## src/rtl/tx_channel.sv

```systemverilog
// Transmit end of one VALID/READY channel: small FIFO from the upper module feeding the bus.
// Latency: a push into an empty FIFO shows as VALID/xDATA from that same edge (1 cycle); 1 word/cycle streaming.
// Backpressure: holds VALID/xDATA until READY; tx_full stops pushes, and a push while full is dropped.
//
// Ports:
//   ACLK, ARESETn          bus clock, async active-low reset
//   VALID, READY, xDATA    bus side; xDATA is the FIFO head while VALID=1, else 0
//   tx_data, tx_push       upper-module write port
//   tx_full, tx_empty      FIFO status (tx_full also high during the post-reset cycle)
//   tx_count               occupied entries, 0..DEPTH
//   tx_sent                registered one-cycle pulse after each handshake
module tx_channel #(
  parameter int WIDTH = 8,
  parameter int DEPTH = 4
) (
  input  logic                     ACLK,
  input  logic                     ARESETn,
  output logic                     VALID,
  input  logic                     READY,
  output logic [WIDTH-1:0]         xDATA,
  input  logic [WIDTH-1:0]         tx_data,
  input  logic                     tx_push,
  output logic                     tx_full,
  output logic                     tx_empty,
  output logic [$clog2(DEPTH):0]   tx_count,
  output logic                     tx_sent
);

  localparam int AW = $clog2(DEPTH);
  localparam logic [AW:0] FULL_CNT = (AW+1)'(DEPTH);

  typedef enum logic [1:0] {
    ST_RST  = 2'd0,
    ST_IDLE = 2'd1,
    ST_SEND = 2'd2
  } state_t;

  state_t           state_q, state_d;
  logic [AW-1:0]    rd_ptr_q, rd_ptr_d;
  logic [AW-1:0]    wr_ptr_q, wr_ptr_d;
  logic [AW:0]      count_q, count_d;
  logic             sent_q;
  logic [WIDTH-1:0] mem_q [DEPTH];

  logic push_ok;
  logic pop;

  // tx_full reflects the count before this edge's pop, so a push at full is
  // dropped even when a pop happens on the same edge.
  assign push_ok = tx_push && !tx_full;
  assign pop     = VALID && READY;

  // State register
  always_ff @(posedge ACLK or negedge ARESETn) begin
    if (!ARESETn) begin
      state_q  <= ST_RST;
      rd_ptr_q <= '0;
      wr_ptr_q <= '0;
      count_q  <= '0;
      sent_q   <= 1'b0;
    end else begin
      state_q  <= state_d;
      rd_ptr_q <= rd_ptr_d;
      wr_ptr_q <= wr_ptr_d;
      count_q  <= count_d;
      sent_q   <= pop;
    end
  end

  // Storage is not reset; contents are only observable behind a valid count.
  always_ff @(posedge ACLK) begin
    if (push_ok) begin
      mem_q[wr_ptr_q] <= tx_data;
    end
  end

  // Next-state logic
  always_comb begin
    state_d  = state_q;
    rd_ptr_d = rd_ptr_q;
    wr_ptr_d = wr_ptr_q;
    count_d  = count_q;

    if (push_ok) wr_ptr_d = wr_ptr_q + AW'(1);
    if (pop)     rd_ptr_d = rd_ptr_q + AW'(1);

    case ({push_ok, pop})
      2'b10:   count_d = count_q + (AW+1)'(1);
      2'b01:   count_d = count_q - (AW+1)'(1);
      default: count_d = count_q;
    endcase

    case (state_q)
      ST_RST:  state_d = ST_IDLE;
      ST_IDLE: if (push_ok) state_d = ST_SEND;
      ST_SEND: if (pop && !push_ok && count_q == (AW+1)'(1)) state_d = ST_IDLE;
      default: state_d = ST_RST;
    endcase
  end

  // Outputs: all decoded from registered state, never from READY.
  always_comb begin
    VALID    = 1'b0;
    tx_full  = 1'b0;
    tx_empty = 1'b0;
    xDATA    = '0;
    VALID    = (state_q == ST_SEND);
    tx_full  = (state_q == ST_RST) || (count_q == FULL_CNT);
    tx_empty = (count_q == '0);
    if (VALID) xDATA = mem_q[rd_ptr_q];
  end

  assign tx_count = count_q;
  assign tx_sent  = sent_q;

endmodule

```

## config.mk

```make
export PLATFORM = sky130hd
export DESIGN_NAME = tx_channel
export DESIGN_NICKNAME = d
export VERILOG_FILES = /design/src/rtl/tx_channel.sv
export SDC_FILE = /design/constraint.sdc
export NUM_CORES = 1
export LEC_CHECK = 0
export BUFFER_PORTS_ARGS = -buffer_cell sky130_fd_sc_hd__buf_2
export CAP_MARGIN = 20
export CORE_MARGIN = 2
export CORE_UTILIZATION = 55
export CTS_BUF_LIST = sky130_fd_sc_hd__clkbuf_8
export CTS_CLUSTER_DIAMETER = 100
export DETAILED_ROUTE_END_ITERATION = 16
export GPL_ROUTABILITY_DRIVEN = 0
export MAX_ROUTING_LAYER = met4
export PLACE_DENSITY = 0.86
export SETUP_SLACK_MARGIN = 0.3
export SYNTH_ARGS = -nofsm -noshare
export SYNTH_HDL_FRONTEND = slang
export SYNTH_SLANG_ARGS = --single-unit
export TNS_END_PERCENT = 50
```

## constraint.sdc

```tcl
create_clock -name ACLK -period 3.15 [get_ports ACLK]
set_input_delay 0.63 -clock ACLK [delete_from_list [all_inputs] [get_ports ACLK]]
set_output_delay 0.63 -clock ACLK [all_outputs]
set_load 0.01 [all_outputs]
```

==> results.ini <==
[synth]
synthSimpleGateAreaFrac_pct=7.30
synth-adder-area-share_pct=6.32
synth.cell_area_sq_um=1780
synth_xor_area_share_pct=2.95
syn_avg_cell_area_sq_um=17.3
synthCells=103
synth_top_family_by_area=multiplexers
synth_fp_nets=124
yosysSeqAreaShare_pct=67.9
ys_ff_latch=42
synth-compound-area-share_pct=2.39
synth_mux_area_share_pct=10.7
synth_cell_types=22
ys_warn_count=0

[floorplan]
placementRows=20
start_util_pct=57.9
io_pins=27
die_x_microns=60.9
fp.dieArea_sq_um=3710
core_sq_um=3080
die_y_microns=60.9

[pwr]
peakVddDrop_v=0.000456
p_leak_uw=0.000849
pwr_density_cell_nw_per_um2=920

[critical_path]
cp_max_fo=10
crit_required_ns=2.52
max_stage_delay_ns=0.70
path_class=register to output pin
cp_cell_sequence=mux4_2 -> and2_1 -> buf_2
cp_slowest_cell=dfrtp_1
crit_family=flip-flops
crit_buf_inv=1
critPathArrivalTime_ns=1.88
end_kind=output pin
start_kind=register

[global_routing]
antenna_found_initial=0
grt_start_max_net_pins=15
grt_pass1_wl_microns=4700
overflow=0
grt_pass1_vias=977
track_usage_pct=19.7

[sta]
rsz0062_at_grt=no
setup-violations-final=0
post-route-period-util_pct=79.8
fin_tns_setup_ns=0
tightest_slew_ns=0.719
maxSlewViolCount=0
slew_headroom_pct=52.0
hold_viol_final=0
finClkSkew_ns=0.00637
max_freq_mhz=398
fin_crit_ns=2.51
fin_ws_ns=0.638

[cts]
clock_sinks=42
cts_buffer_depth=2
cts_buffers=5
clock-root-buffer=clkbuf_8
hold_buffers=0
htreeDepth=2
post_cts_buffers=0
post_cts_resized=0
tritoncts=yes
clock_latency_ns=0.29
path_clk_slew_ns=0.08

[route]
vias=936
drt-met1-wl_microns=1170
route.met2.wl_microns=1640
via_per_inst=5.26
wl_microns=2930
drc_errors=0
dr.pass1.iters=4
highest_layer=met4
drtIter0Drc=32
wl_met3_microns=101
post_drt_wl_per_cell_microns=16.5
ant_nets=0

[run]
maxCapViolCount=0

[finish]
syn2layout_area_growth_pct=16.9
layout-drive-gt1-share_pct=32.8
fin_util_pct=67.7
n_antenna_cell=0
fillers=218
fin_area_sq_um=2080
final_nets=154

[placed_design]
dp_slack_ns=0.913
io_buffers=26
dpl_cell_area_sq_um=1950
dpl.hpwl_microns=2020

[run_status]
status=completed

[worst_hold_path]
holdCritPathClass=primary input to async pin

## cell type report
| class | instances | area (sq um) | share of cell area, % |
|---|---|---|---|
| flip-flops and latches | 42 | 1210 | 58.1 |
| multi-input cells | 52 | 528 | 25.3 |
| repair buffers | 26 | 130 | 6.24 |
| clock buffers | 5 | 68.8 | 3.30 |
| clock inverters | 3 | 68.8 | 3.30 |
| well taps | 44 | 55.1 | 2.64 |
| inverters | 6 | 22.5 | 1.08 |
## cells by family after synthesis
family / Yosys count
buf+inv: 9
xor+xnor: 6
simple gates: 22
fa+ha+maj: 9
flops: 42
mux: 9
compound gates: 6
## per-layer routing
metal  vias up  track usage (%)
li1        439                -
met1       470             22.4
met2        22             32.6
met3         5             7.04
met4         0             6.52
met5         -                -
## where the power goes
group          leakage (uW)  internal (uW)  switching [uW]  total (uW)
combinational      0.000368            286             263         550
clock             0.0000683            317             182         499
sequential         0.000413            742             127         870
total              0.000849           1350             573        1920
## stage by stage
stage	hold WS [ns]	total power, uW	std cells
global placement	0.500	1400	170
global route	0.188	2040	178
floorplan	0.334	1280	103
detailed placement	0.505	1440	170
CTS	0.181	1940	178
finish	0.183	1920	178
## path summary, 6_finish.rpt
kind | cells after the start | endpoint | startpoint | slack, ns
worst min-delay path | 1 | tx_count[1] | ARESETn | 0.18
worst min register to register | 2 | tx_count[1] | tx_count[1] | 0.55
worst max-delay path | 3 | xDATA[6] | rd_ptr_q[0] | 0.64
max in group asynchronous | 1 | tx_sent | ARESETn | 2.77
worst max register to register | 6 | tx_count[2] | state_q[1] | 1.05
min in group ACLK | 1 | mem_q[3][0] | tx_data[0] | 0.55
## synthesized netlist by cell type
master,count,area [sq um]
ha_1,9,113
mux4_2,8,180
nand3_1,2,10.0
a21o_1,1,7.51
and2_2,1,7.51
nor2b_1,2,12.5
buf_6,1,11.3
nand2_1,2,7.51
edfxtp_1,32,961
and2_1,9,56.3
o21ai_0,4,20.0
dfrtp_1,10,250
and3_1,4,25.0
nor2_1,1,3.75
nand3b_1,1,7.51
xnor2_1,4,35.0
inv_1,6,22.5
a2bb2oi_2,1,15.0
clkbuf_2,1,5.00
xor2_1,2,17.5
buf_2,1,5.00
mux2i_1,1,10.0
## placed cells by master, fill, tap and decap left out
master	n
a21o_1	1
a2bb2oi_2	1
edfxtp_1	32
and2_2	1
clkbuf_8	5
and2_1	9
dfrtp_1	10
nor2_1	1
nand2_1	2
buf_2	26
nor2b_1	2
o21ai_0	4
bufinv_16	2
and3_1	4
nand3b_1	1
mux2i_1	1
inv_1	6
clkinv_4	1
mux4_2	8
xor2_1	2
nand3_1	2
ha_1	9
xnor2_1	4
## sequential cells by signal, indices dropped and copies added (netlist names)
name,cells
mem_q,32
rd_ptr_q,2
state_q,2
wr_ptr_q,2
tx_count,3
tx_sent,1
(Power assumes the default switching activity.)
